--- config.mk ---
export PLATFORM = sky130hd
export DESIGN_NAME = olirmathi_ifetch_queue_flat
export DESIGN_NICKNAME = d
export VERILOG_FILES = /design/src/rtl/olirmathi_ifetch_queue_if.sv /design/src/rtl/olirmathi_ifetch_queue.sv /design/src/flat_wrapper.sv
export SDC_FILE = /design/constraint.sdc
export NUM_CORES = 1
export LEC_CHECK = 0
export CAP_MARGIN = 15
export CORE_ASPECT_RATIO = 0.6
export CORE_MARGIN = 2
export CORE_UTILIZATION = 61
export CTS_CLUSTER_SIZE = 14
export DETAILED_ROUTE_END_ITERATION = 10
export PLACE_DENSITY = 0.85
export SYNTH_ARGS = -nofsm -noshare
export SYNTH_HDL_FRONTEND = slang
export SYNTH_SLANG_ARGS = --single-unit
--- constraint.sdc ---
create_clock -name clk -period 9.6 [get_ports clk]
set_input_delay 1.92 -clock clk [delete_from_list [all_inputs] [get_ports clk]]
set_output_delay 1.92 -clock clk [all_outputs]
set_load 0.05 [all_outputs]
--- src/rtl/olirmathi_ifetch_queue_if.sv ---
// rtl/olirmathi_ifetch_queue_if.sv - IMEM, redirect and IF/ID bundle for the fetch queue
interface olirmathi_ifetch_queue_if #(
    parameter int AW = 5
) ();
    logic          imem_req;
    logic [AW-1:0] imem_addr;
    logic          imem_ready;
    logic [31:0]   imem_rdata;
    logic          redir_valid;
    logic [31:0]   redir_pc;
    logic          id_valid;
    logic          id_ready;
    logic [31:0]   id_ir;
    logic [31:0]   id_npc;

    modport master (
        output imem_req, imem_addr, id_valid, id_ir, id_npc,
        input  imem_ready, imem_rdata, redir_valid, redir_pc, id_ready
    );

    modport slave (
        input  imem_req, imem_addr, id_valid, id_ir, id_npc,
        output imem_ready, imem_rdata, redir_valid, redir_pc, id_ready
    );
endinterface

--- src/rtl/olirmathi_ifetch_queue.sv ---
// rtl/olirmathi_ifetch_queue.sv - instruction fetch with DEPTH-entry IF/ID queue and redirect flush
module olirmathi_ifetch_queue #(
    parameter int          DEPTH    = 4,
    parameter int          AW       = 5,
    parameter logic [31:0] RESET_PC = 32'd0
) (
    input  logic                       clk,
    input  logic                       RN,
    olirmathi_ifetch_queue_if.master   bus,
    output logic [31:0]                fetch_pc,
    output logic [$clog2(DEPTH):0]     q_count
);
    localparam int             PW      = $clog2(DEPTH);
    localparam int             CW      = PW + 1;
    localparam logic [CW:0]    DEPTH_W = (CW + 1)'(DEPTH);

    logic [31:0]   pc_q, pc_d;
    logic [31:0]   tag_q, tag_d;
    logic          inflight_q, inflight_d;
    logic          squash_q, squash_d;
    logic [PW-1:0] wr_ptr_q, wr_ptr_d;
    logic [PW-1:0] rd_ptr_q, rd_ptr_d;
    logic [CW-1:0] count_q, count_d;
    logic [31:0]   head_ir_q, head_ir_d;
    logic [31:0]   head_npc_q, head_npc_d;
    logic [31:0]   ir_mem_q  [DEPTH];
    logic [31:0]   npc_mem_q [DEPTH];

    logic          issue, accept, push, pop;
    logic [CW:0]   credit;

    always_comb begin
        credit     = {1'b0, count_q} + {{CW{1'b0}}, inflight_q};
        // Credit counts the in-flight read so a returning word always has a free slot.
        issue      = RN & ~bus.redir_valid & (credit < DEPTH_W);
        accept     = issue & bus.imem_ready;
        push       = inflight_q & ~squash_q & ~bus.redir_valid;
        pop        = (count_q != '0) & bus.id_ready & ~bus.redir_valid;

        pc_d       = pc_q;
        tag_d      = tag_q;
        inflight_d = 1'b0;
        squash_d   = 1'b0;
        wr_ptr_d   = wr_ptr_q;
        rd_ptr_d   = rd_ptr_q;
        count_d    = count_q;
        head_ir_d  = head_ir_q;
        head_npc_d = head_npc_q;

        if (bus.redir_valid) begin
            pc_d     = bus.redir_pc;
            squash_d = 1'b1;
            wr_ptr_d = '0;
            rd_ptr_d = '0;
            count_d  = '0;
        end else begin
            if (accept) begin
                pc_d  = pc_q + 32'd1;
                tag_d = pc_q;
            end
            inflight_d = accept;
            if (push) wr_ptr_d = wr_ptr_q + 1'b1;
            if (pop)  rd_ptr_d = rd_ptr_q + 1'b1;
            count_d = count_q + CW'(push) - CW'(pop);
        end

        // The head is registered; when the new head is the word being pushed, bypass the array.
        if (count_d != '0) begin
            if (push && (wr_ptr_q == rd_ptr_d)) begin
                head_ir_d  = bus.imem_rdata;
                head_npc_d = tag_q + 32'd1;
            end else begin
                head_ir_d  = ir_mem_q[rd_ptr_d];
                head_npc_d = npc_mem_q[rd_ptr_d];
            end
        end
    end

    always_ff @(posedge clk) begin
        if (!RN) begin
            pc_q       <= RESET_PC;
            tag_q      <= '0;
            inflight_q <= 1'b0;
            squash_q   <= 1'b0;
            wr_ptr_q   <= '0;
            rd_ptr_q   <= '0;
            count_q    <= '0;
            head_ir_q  <= '0;
            head_npc_q <= '0;
        end else begin
            pc_q       <= pc_d;
            tag_q      <= tag_d;
            inflight_q <= inflight_d;
            squash_q   <= squash_d;
            wr_ptr_q   <= wr_ptr_d;
            rd_ptr_q   <= rd_ptr_d;
            count_q    <= count_d;
            head_ir_q  <= head_ir_d;
            head_npc_q <= head_npc_d;
        end
    end

    always_ff @(posedge clk) begin
        if (RN && push) begin
            ir_mem_q[wr_ptr_q]  <= bus.imem_rdata;
            npc_mem_q[wr_ptr_q] <= tag_q + 32'd1;
        end
    end

    assign bus.imem_req  = issue;
    assign bus.imem_addr = pc_q[AW-1:0];
    assign bus.id_valid  = (count_q != '0);
    assign bus.id_ir     = head_ir_q;
    assign bus.id_npc    = head_npc_q;
    assign fetch_pc      = pc_q;
    assign q_count       = count_q;
endmodule

--- src/flat_wrapper.sv ---
// flat-port wrapper written by rule: the top's interface ports become plain ports
module olirmathi_ifetch_queue_flat 
#(
    parameter int          DEPTH    = 4,
    parameter int          AW       = 5,
    parameter logic [31:0] RESET_PC = 32'd0
)
  (clk, RN, fetch_pc, q_count, bus_imem_req, bus_imem_addr, bus_id_valid, bus_id_ir, bus_id_npc, bus_imem_ready, bus_imem_rdata, bus_redir_valid, bus_redir_pc, bus_id_ready);
  olirmathi_ifetch_queue_if #(.AW(AW)) bus_i ();
  input  logic clk;
  input  logic RN;
  output logic [31:0] fetch_pc;
  output logic [$clog2(DEPTH):0] q_count;
  output wire logic [$bits(bus_i.imem_req)-1:0] bus_imem_req;
  output wire logic [$bits(bus_i.imem_addr)-1:0] bus_imem_addr;
  output wire logic [$bits(bus_i.id_valid)-1:0] bus_id_valid;
  output wire logic [$bits(bus_i.id_ir)-1:0] bus_id_ir;
  output wire logic [$bits(bus_i.id_npc)-1:0] bus_id_npc;
  input wire logic [$bits(bus_i.imem_ready)-1:0] bus_imem_ready;
  input wire logic [$bits(bus_i.imem_rdata)-1:0] bus_imem_rdata;
  input wire logic [$bits(bus_i.redir_valid)-1:0] bus_redir_valid;
  input wire logic [$bits(bus_i.redir_pc)-1:0] bus_redir_pc;
  input wire logic [$bits(bus_i.id_ready)-1:0] bus_id_ready;
  assign bus_imem_req = bus_i.imem_req;
  assign bus_imem_addr = bus_i.imem_addr;
  assign bus_id_valid = bus_i.id_valid;
  assign bus_id_ir = bus_i.id_ir;
  assign bus_id_npc = bus_i.id_npc;
  assign bus_i.imem_ready = bus_imem_ready;
  assign bus_i.imem_rdata = bus_imem_rdata;
  assign bus_i.redir_valid = bus_redir_valid;
  assign bus_i.redir_pc = bus_redir_pc;
  assign bus_i.id_ready = bus_id_ready;
  olirmathi_ifetch_queue #(.DEPTH(DEPTH), .AW(AW), .RESET_PC(RESET_PC)) u_core (.clk(clk), .RN(RN), .bus(bus_i), .fetch_pc(fetch_pc), .q_count(q_count));
endmodule
Yosys cells after proc, flatten, opt, wreduce, memory -nomap -nowiden --
Memories as Yosys holds them, arrays and structs flattened. A register that Yosys moved wholly into a read port is not among the register bits. Cells that the tools add are included.
Cells by class: muxes and demuxes 8, add/sub/neg operators 7, reductions and logical operators 8, magnitude comparators 1, bitwise gates (word level) 10
Operator list (count):
- $add A32 B1 Y32 const B | 2
- $mux W32 | 2
- $and A1 B1 Y1 | 7
- $reduce_bool A3 Y1 | 2
- $add A2 B1 Y2 const B | 2
- $add A3 B1 Y4 | 1
- $lt A4 B3 Y1 const B | 1
- $mux W2 | 2
- $add A3 B1 Y3 | 1
- $mux W1 | 3
- $mux W3 | 1
- $not A1 Y1 | 3
- $sub A3 B1 Y3 | 1
- $logic_not A1 Y1 | 2
- $reduce_and A2 Y1 | 1
- $reduce_bool A2 Y1 | 1
- $reduce_or A2 Y1 | 1
- $logic_and A1 B1 Y1 | 1
Storage, ports and cells: bits in writable memories 256, register bits 73, logic and storage cells 43, memories kept 2
Memory list:
- u_core.ir_mem_q | depth 4, width 32, rd ports 1, clocked after Yosys merged registers in 1, wr ports 1, RTL line olirmathi_ifetch_queue.sv:26 | logic [31:0] ir_mem_q [DEPTH];
- u_core.npc_mem_q | depth 4, width 32, rd ports 1, clocked after Yosys merged registers in 1, wr ports 1, RTL line olirmathi_ifetch_queue.sv:27 | logic [31:0] npc_mem_q [DEPTH];

Logic depth before layout (Yosys ltp) --
Gate-level depths: netlist of run 1.
depth after elaboration 7, depth in mapped cells 15, depth with buffers taken out 12

Worst setup path before layout of run 1 --
Ideal clock, no wire load.
path kind input -> output, start in bus_redir_valid, end out bus_imem_req, stages 5, arrival time 3338 ps, required time 7680 ps, path slack 4342 ps, path through buf_2 -> clkinv_1 -> clkbuf_1 -> nand2_1 -> nor2_1
On the way: cells in the longest elaborated chain, start to end 3
Ends and longest elaborated chain:
- from (decl) | RTL line flat_wrapper.sv:21 | input wire logic [$bits(bus_i.redir_valid)-1:0] bus_redir_valid;
- $not A1 Y1 | RTL line olirmathi_ifetch_queue.sv:35 | issue = RN & ~bus.redir_valid & (credit < DEPTH_W);
- $and A1 B1 Y1 (2 in series) | RTL line olirmathi_ifetch_queue.sv:35
- to (decl) | RTL line flat_wrapper.sv:14 | output wire logic [$bits(bus_i.imem_req)-1:0] bus_imem_req;
Every way passes these cells.

Worst setup path after layout of run 1 --
Ends and elaborated chain as after synthesis.

==> results.txt, run 1 <==
Die Wd: 214 um
f_max: 158 MHz
RSZ-0062 raised after global routing: no
Post-synth EDFFs: 256
layout filler cell count: 1683
sequential area share after synthesis: 64.6%
Synth area leaders: edfxtp_1, dfxtp_1, mux4_2
Synth top area share: 47.6%
Hold Path Class: flop to flop
DR pass1 iterations: 5
DRC: 0
ys async rst share: 0%
ANT cells: 0
setup bufs post-CTS: 0
min cycle time layout: 6.34 ns
final core occ: 73.2%
first-pass GRT wire length: 59.5 mm
I/O pins: 175
Post-Synthesis Cell Area: 16100 um^2
Synth Flop Type: edfxtp_1
cts hold-fix bufs: 0
vias: 11072
Final Hold Slack: 0.478 ns
height of the die: 130 um
WP data arrival: 4.42 ns
status: complete, no violations
Crit. path cell count: 7
total gr overflow: 0
Root Buffer: clkbuf_16
DP Worst Slack: 3.28 ns
CP startpoint kind: primary input
Resized cells post-CTS: 0
die area: 27800 um^2
Critical Path RT: 7.68 ns
Ys Warns: 0
maxcap violations: 0
worst ir drop on vdd: 145 uV
WP buf/inv: 5
clk buf depth: 3
PD cells: 180 nW/um^2
I/O Buffers: 174
CP max FO: 45
number of cells on the worst hold path: 2
nature of the critical path endpoint: output pin
htree depth: 2
Core Region: 26200 um^2
setup TNS: 0 ns
delay-heaviest family, CP: buffers and inverters
final setup vio count: 0
critical path class: primary input to output pin
slowest CP cell: clkdlybuf4s50_1
R2R depth: 13
Total Routed Length: 38.1 mm
Std-Cell Rows: 46
CP max stage delay: 0.82 ns
layout cells sized above 1: 10.3%
sequence of cells on the critical path: clkdlybuf4s50_1 > buf_4 > clkinv_1 > buf_4 > nand2_1 > nor2_1 > clkdlybuf4s50_1
Final period util: 66.1%
starting density of the core: 61.6%
Post-Syn Instances: 1266
vias in the first global route: 10755
Seq cells post-synth: 393
slew margin rel.: 27.4%
Syn Nets: 1345
Detailed Route Iter0 Violations: 1152
worst slew pin tran: 1.09 ns
Setup Skew: 0.0198 ns
pin count of the biggest net entering global routing: 85
HPWL after detailed placement: 22.2 mm
drt wl/cell: 21.2 um
total CTS buffers: 36
final setup margin: 3.26 ns
leak pwr: 6.39 nW
clk sinks: 393
Worst-path clk slew: 0.07 ns
GRT Overall Usage: 27.4%
worst-skew pair later-pin latency: 0.53 ns
gpl congestion: 0.913
Area Overhead vs Synth: 18.7%
initial antenna violation count: 0
syn_area_per_cell: 12.7 um^2
antenna viol nets, final: 0
Unique masters post-synth: 56
nets@finish: 1489
routed vias/inst: 6.16
area leader, netlist: edfxtp_1
CTS tree: yes
final hold violation count: 0
max-slew violations: 0
-- registers in the layout (all words and copies together) (netlist names) --
register,flops
u_core.bus.id_ir,32
u_core.wr_ptr_q,2
u_core.q_count,3
u_core.rd_ptr_q,2
u_core.ir_mem_q,128
u_core.inflight_q,1
u_core.squash_q,1
u_core.fetch_pc,32
u_core.bus.id_npc,32
u_core.npc_mem_q,128
u_core.tag_q,32
-- tightest hold or removal path, cell delays in order, from the launching register on --
cell     delay [ns]
dfxtp_1        0.32
nand2_1        0.06
a21oi_1        0.05
-- metrics by stage --
step / std cells / power, mW / cell area (um^2)
floorplan: 1266 / 2.02 / 16100
global placement: 1732 / 2.12 / 18100
detailed placement: 1732 / 2.13 / 18100
CTS: 1798 / 3.46 / 19200
global route: 1798 / 3.54 / 19200
finish: 1798 / 3.44 / 19200
-- final timing paths --
path	to	from	slack [ns]
worst max-delay path	bus_imem_req	bus_redir_valid	3.26
worst min-delay path	u_core.tag_q[31]	u_core.tag_q[31]	0.48
worst max register to register	u_core.bus.id_npc[19]	u_core.q_count[1]	5.57
worst min register to register	u_core.tag_q[31]	u_core.tag_q[31]	0.48
-- synth_stat cells (20+ instances only) --
| cell type | count |
|---|---|
| nand2_1 | 229 |
| a31oi_1 | 60 |
| a21oi_1 | 65 |
| o21ai_0 | 79 |
| xnor2_1 | 37 |
| mux4_2 | 49 |
| clkbuf_1 | 49 |
| nor2_1 | 35 |
| nand3_1 | 20 |
| edfxtp_1 | 256 |
| dfxtp_1 | 137 |
| nand4_1 | 25 |
-- report_power, final --
group / internal [mW] / leakage, nW / switching (mW)
clock network: 0.740 / 0.529 / 0.607
registers: 1.82 / 3.66 / 0.0271
logic: 0.0904 / 2.21 / 0.161
-- cell type report --
type | instances | area (um^2) | area share [%]
clock inverters | 12 | 65.1 | 0.340
clock buffers | 54 | 1020 | 5.32
flip-flops and latches | 393 | 10400 | 54.4
repair buffers | 192 | 1870 | 9.77
well taps | 360 | 450 | 2.35
inverters | 17 | 63.8 | 0.333
multi-input cells | 770 | 5260 | 27.5
-- routing by layer --
metal / vias up / global-route usage (%) / share of wire (%)
met4: 0 / 7.90 / 2.3
met2: 476 / 43.3 / 46
li1: 5028 / - / -
met1: 5490 / 39.0 / 43
met3: 78 / 5.99 / 8.4
met5: - / 0 / 0
-- cell usage in the layout, fill, tap and decap left out, types with 12 or more instances in the layout --
cell             Yosys  final
edfxtp_1           256    256
nand2_1            229    229
clkdlybuf4s50_1      0    173
dfxtp_1            137    137
o21ai_0             79     79
a21oi_1             65     65
a31oi_1             60     59
mux4_2              49     49
xnor2_1             37     37
clkbuf_16            0     37
nor2_1              35     35
nand4_1             25     25
nand3_1             20     19
nor2b_1             18     18
buf_4               12     18
inv_1               16     16
a221oi_1            15     15
clkbuf_1            49     14
nor3_1              13     13
xor2_1              13     13
a311o_1             12     12
-- cells by family after synthesis --
kind of cell    Yosys count  share of synthesized area (%)
compound gates          260                           10.1
xor+xnor                 54                           3.12
fa+ha+maj                10                          0.822
buf+inv                 103                           2.99
flops                   393                           64.6
mux                      55                           7.23
simple gates            391                           11.1
Power figures use the tool's default switching activity.
==> inputs of run 2 (changes only) <==
--- a/config.mk
+++ b/config.mk
@@ -8,10 +8,10 @@
 export CAP_MARGIN = 15
 export CORE_ASPECT_RATIO = 0.6
 export CORE_MARGIN = 2
-export CORE_UTILIZATION = 61
+export CORE_UTILIZATION = 56
 export CTS_CLUSTER_SIZE = 14
 export DETAILED_ROUTE_END_ITERATION = 10
-export PLACE_DENSITY = 0.85
+export PLACE_DENSITY = 0.79
 export SYNTH_ARGS = -nofsm -noshare
 export SYNTH_HDL_FRONTEND = slang
 export SYNTH_SLANG_ARGS = --single-unit
==> constraint.sdc (replaced) <==
create_clock -name clk -period 6.5 [get_ports clk]
set_input_delay 1.3 -clock clk [delete_from_list [all_inputs] [get_ports clk]]
set_output_delay 1.3 -clock clk [all_outputs]
set_load 0.05 [all_outputs]
==> results.txt, run 2 (same netlist as run 1, synthesis figures left out) <==
DR pass1 iterations: 5 (unchanged)
clk buf depth: 3 (unchanged)
pin count of the biggest net entering global routing: 82 (-3.5%)
height of the die: 135 um (+4.2%)
Detailed Route Iter0 Violations: 1013 (-12%)
max-slew violations: 0 (unchanged)
CP startpoint kind: primary input
I/O Buffers: 174 (unchanged)
drt wl/cell: 20.9 um (-1.4%)
gpl congestion: 0.916 (+0.31%)
CP max stage delay: 0.50 ns (-0.32 ns)
leak pwr: 6.44 nW (+0.66%)
Resized cells post-CTS: 0 (unchanged)
CTS tree: yes
clk sinks: 393 (unchanged)
Critical path origin: bus_redir_valid
commonest non-fill, non-tap cells in the layout: edfxtp_1, nand2_1, clkdlybuf4s50_1, dfxtp_1, o21ai_0
Setup Skew: 0.0246 ns (+0.00481 ns)
antenna viol nets, final: 0 (unchanged)
total CTS buffers: 36 (unchanged)
worst ir drop on vdd: 198 uV (+36%)
R2R depth: 12 (-1)
vias: 11072 (unchanged)
FF-to-FF Start: u_core.q_count[1]
f_max: 217 MHz
largest registers: u_core.ir_mem_q x128, u_core.npc_mem_q x128
Core Region: 28500 um^2 (+8.9%)
setup TNS: 0 ns (unchanged)
total gr overflow: 0 (unchanged)
placed inst area: 18100 um^2 (+0.34%)
starting density of the core: 56.6% (-5.1 points)
delay-heaviest family, CP: buffers and inverters
WP data arrival: 3.32 ns (-1.10 ns)
layout cells sized above 1: 10.6% (+0.27 points)
die area: 30200 um^2 (+8.7%)
Final period util: 71.0%
Worst-path clk slew: 0.06 ns (about the same)
min cycle time layout: 4.62 ns
nature of the critical path endpoint: output pin
final core occ: 67.6% (-5.6 points)
most common cell after layout, fill and taps aside: edfxtp_1
I/O pins: 175 (unchanged)
Finished Layout Cells: 1814 (+0.89%)
final setup vio count: 0 (unchanged)
critical path class: primary input to output pin
Most common cell on crit path: buf_4
initial antenna violation count: 0 (unchanged)
worst-skew pair later-pin latency: 0.53 ns (about the same)
Total Routed Length: 37.9 mm (-0.55%)
Hold Path Class: flop to flop
worst slew pin tran: 1.09 ns (+0.00262 ns)
Worst R2R Setup Slack: 2.80 ns (-2.77 ns)
final setup margin: 1.88 ns (-1.37 ns)
htree depth: 2 (unchanged)
sequence of cells on the critical path: clkdlybuf4s50_1 > buf_4 > clkinv_1 > buf_4 > nand2_1 > nor2_1 > buf_4
vias in the first global route: 10655 (-0.93%)
Crit. path cell count: 7 (unchanged)
GRT Overall Usage: 25.2% (-2.2 points)
Critical Path Sink: bus_imem_req
slowest CP cell: clkdlybuf4s50_1
Die Wd: 223 um (+4.3%)
DRC: 0 (unchanged)
Area Overhead vs Synth: 19.4%
final hold violation count: 0 (unchanged)
Root Buffer: clkbuf_16
slew margin rel.: 27.4% (about the same)
placed cells: 1749 (+0.98%)
first-pass GRT wire length: 59.4 mm (-0.23%)
nets@finish: 1491 (+0.13%)
setup bufs post-CTS: 0 (unchanged)
maxcap violations: 0 (unchanged)
Std-Cell Rows: 48 (+4.3%)
CP max FO: 44 (-2.2%)
fin area: 19300 um^2 (+0.59%)
status: complete, no violations
Critical Path RT: 5.20 ns (-2.48 ns)
cts hold-fix bufs: 0 (unchanged)
WP buf/inv: 5 (unchanged)
ANT cells: 0 (unchanged)
routed vias/inst: 6.10 (-0.88%)
worst r2r dst: u_core.bus.id_npc[24]
PD cells: 268 nW/um^2 (+49%)
HPWL after detailed placement: 23.0 mm (+3.5%)
DP Worst Slack: 1.46 ns (-1.82 ns)
RSZ-0062 raised after global routing: no
==> run 2: cell count changes in the layout (fill, tap and decap cells not counted), moves of 2 or more <==
| cell | change |
|---|---|
| and2_2 | -4 |
| and2_4 | +4 |
| buf_12 | +2 |
| clkinv_2 | -2 |
==> run 2: area by class of cell <==
type                       instances  area, um^2
clock buffer                      55        1050
clock inverter                    10        81.3
fill                            2006        9250
inverter                          17        63.8
multi-input combinational        770        5270
sequential                       393       10400
tap                              375         469
timing repair buffer             194        1910
==> run 2: worst min-delay path: stages, from the launching register on <==
cell and delay [ns]:
dfxtp_1 0.32, nand2_1 0.06, a21oi_1 0.05
==> run 2: worst min path at each step <==
stage | end | slack, ns | depth (start not counted) | start
after detailed placement | u_core.tag_q[30] | 0.47 | 2 | u_core.fetch_pc[30]
after global placement | u_core.tag_q[31] | 0.46 | 2 | u_core.tag_q[31]
final | u_core.tag_q[30] | 0.47 | 2 | u_core.fetch_pc[30]
after floorplan | u_core.tag_q[31] | 0.45 | 2 | u_core.tag_q[31]
after CTS | u_core.tag_q[30] | 0.48 | 2 | u_core.fetch_pc[30]
after global routing | u_core.tag_q[30] | 0.49 | 2 | u_core.fetch_pc[30]
==> run 2: metal layers <==
layer / global-route usage (%) / routed length, um / vias up
li1: - / - / 5023
met1: 37.2 / 16500 / 5487
met2: 39.1 / 17400 / 506
met3: 4.66 / 3300 / 56
met4: 6.04 / 610 / 0
met5: 0 / 0 / -
==> run 2: through the flow <==
| step | power [mW] | hold WS, ns |
|---|---|---|
| after global routing | 5.30 | 0.494 |
| final | 5.17 | 0.474 |
| after global placement | 3.14 | 0.463 |
| after floorplan | 2.99 | 0.448 |
| after detailed placement | 3.15 | 0.468 |
| after CTS | 5.18 | 0.477 |
==> run 2: where the power goes <==
| part | leakage [nW] | internal [mW] | switching, mW |
|---|---|---|---|
| Sequential | 3.66 | 2.68 | 0.0408 |
| Combinational | 2.22 | 0.135 | 0.238 |
| Clock | 0.552 | 1.17 | 0.903 |
| Total | 6.44 | 3.99 | 1.18 |
==> inputs of run 3 (changes only) <==
--- a/config.mk
+++ b/config.mk
@@ -8,10 +8,10 @@
 export CAP_MARGIN = 15
 export CORE_ASPECT_RATIO = 0.6
 export CORE_MARGIN = 2
-export CORE_UTILIZATION = 56
+export CORE_UTILIZATION = 51
 export CTS_CLUSTER_SIZE = 14
 export DETAILED_ROUTE_END_ITERATION = 10
-export PLACE_DENSITY = 0.79
+export PLACE_DENSITY = 0.76
 export SYNTH_ARGS = -nofsm -noshare
 export SYNTH_HDL_FRONTEND = slang
 export SYNTH_SLANG_ARGS = --single-unit
==> constraint.sdc (replaced) <==
create_clock -name clk -period 3.9 [get_ports clk]
set_input_delay 0.78 -clock clk [delete_from_list [all_inputs] [get_ports clk]]
set_output_delay 0.78 -clock clk [all_outputs]
set_load 0.05 [all_outputs]
==> results.txt, run 3 (same netlist as run 1, synthesis figures left out) <==
first-pass GRT wire length: 60.0 mm (+1.1%)
WP data arrival: 2.59 ns (-0.73 ns)
nature of the critical path endpoint: output pin
setup TNS: 0 ns (unchanged)
worst-skew pair later-pin latency: 0.54 ns (about the same)
starting density of the core: 51.8% (-4.8 points)
Setup Skew: 0.0213 ns (-0.00333 ns)
HPWL after detailed placement: 23.8 mm (+3.8%)
share of power burned in registers: 51.9% (-0.8 points)
min cycle time layout: 3.37 ns
setup bufs post-CTS: 0 (unchanged)
drt wl/cell: 20.3 um (-2.6%)
worst ir drop on vdd: 264 uV (+34%)
DR pass1 iterations: 5 (unchanged)
nets@finish: 1504 (+0.87%)
power share of the clock group: 41.0% (+1.0 points)
Worst R2R Setup Slack: 0.78 ns (-2.02 ns)
FF-to-FF Start: u_core.q_count[1]
slew margin rel.: 49.1% (+22 points)
internal power: 6.79 mW (+70%)
Sw Share: 22.5% (-0.41 points)
GRT Overall Usage: 23.4% (-1.8 points)
CTS tree: yes
Critical Path RT: 3.12 ns (-2.08 ns)
final hold violation count: 0 (unchanged)
layout cells sized above 1: 11.4% (+0.86 points)
Total Routed Length: 38.0 mm (+0.37%)
Resized cells post-CTS: 0 (unchanged)
I/O pins: 175 (unchanged)
max-slew violations: 0 (unchanged)
antenna viol nets, final: 0 (unchanged)
I/O Buffers: 174 (unchanged)
total gr overflow: 0 (unchanged)
f_max: 297 MHz
overall power: 8.76 mW (+69%)
commonest non-fill, non-tap cells in the layout: edfxtp_1, nand2_1, clkdlybuf4s50_1, dfxtp_1, o21ai_0
Area Overhead vs Synth: 21.6%
layout filler cell count: 2324 (+16%)
final setup vio count: 0 (unchanged)
die area: 33100 um^2 (+9.6%)
CP max FO: 44 (unchanged)
status: complete, no violations
Critical Path Sink: bus_imem_req
clk sinks: 393 (unchanged)
NetSw: 1.97 mW (+66%)
DRC: 0 (unchanged)
worst slew pin tran: 0.760 ns (-0.330 ns)
Core Region: 31200 um^2 (+9.2%)
largest registers: u_core.ir_mem_q x128, u_core.npc_mem_q x128
Detailed Route Iter0 Violations: 1071 (+5.7%)
placed cells: 1802 (+3.0%)
Critical path origin: bus_redir_valid
R2R depth: 13 (+1)
Std-Cell Rows: 50 (+4.2%)
leak pwr: 6.57 nW (+2.0%)
total CTS buffers: 37 (+2.8%)
worst r2r dst: u_core.bus.id_ir[27]
PD cells: 446 nW/um^2 (+67%)
vias in the first global route: 10744 (+0.84%)
pin count of the biggest net entering global routing: 72 (-12%)
ANT cells: 0 (unchanged)
Root Buffer: clkbuf_16
height of the die: 142 um (+4.6%)
CP startpoint kind: primary input
routed vias/inst: 5.80 (-5.0%)
Hold Path Class: flop to flop
RSZ-0062 raised after global routing: no
maxcap violations: 0 (unchanged)
critical path class: primary input to output pin
cts hold-fix bufs: 0 (unchanged)
vias: 10836 (-2.1%)
Worst-path clk slew: 0.06 ns (about the same)
clk buf depth: 3 (unchanged)
power share of the combinational group: 7.1% (about the same)
Die Wd: 234 um (+4.7%)
Finished Layout Cells: 1869 (+3.0%)
htree depth: 2 (unchanged)
initial antenna violation count: 0 (unchanged)
Final period util: 86.3%
most common cell after layout, fill and taps aside: edfxtp_1
gpl congestion: 0.914 (-0.21%)
run 3: worst min-delay path by stage:
stage	start	end	depth (start not counted)
global route	u_core.tag_q[31]	u_core.tag_q[31]	2
global placement	u_core.tag_q[31]	u_core.tag_q[31]	2
detailed placement	u_core.tag_q[31]	u_core.tag_q[31]	2
CTS	u_core.tag_q[31]	u_core.tag_q[31]	2
floorplan	u_core.tag_q[31]	u_core.tag_q[31]	2
finish	u_core.tag_q[31]	u_core.tag_q[31]	2
run 3: metrics by stage:
step	setup slack [ns]	util [%]	cell area, um^2	hold slack (ns)
floorplan	0.118	-	16100	0.448
global placement	0.176	59.1	18400	0.466
detailed placement	0.0926	59.1	18400	0.476
CTS	0.518	63.0	19600	0.481
global route	0.367	63.0	19600	0.509
finish	0.532	63.0	19600	0.489
run 3: routing by layer:
metal | global-route usage (%) | part of all wire [%] | routed length [um] | up-vias
li1 | - | - | - | 5049
met2 | 35.7 | 45 | 17100 | 367
met1 | 34.8 | 47 | 17800 | 5370
met5 | 0 | 0 | 0 | -
met4 | 5.66 | 1.5 | 555 | 0
met3 | 4.32 | 6.8 | 2600 | 50
run 3: area by class of cell:
cell class,count,area (um^2),area share [%]
flip-flops and latches,393,10400,53.2
multi-input cells,770,5260,26.8
repair buffers,206,2140,10.9
clock buffers,55,1100,5.60
well taps,416,520,2.65
clock inverters,12,106,0.542
inverters,17,63.8,0.325
run 3: power by group through the flow:
stage	registers [mW]	clock network (mW)	logic, mW
after detailed placement	4.63	0	0.625
after global routing	4.55	3.80	0.665
after CTS	4.54	3.65	0.628
after global placement	4.63	0	0.614
final	4.54	3.59	0.626
after floorplan	4.79	0	0.191
run 3: critical path: stages:
cell and delay, ns:
clkdlybuf4s50_1 0.44, buf_4 0.23, clkinv_1 0.08, buf_4 0.38, nand2_1 0.28, nor2_1 0.17, buf_4 0.21
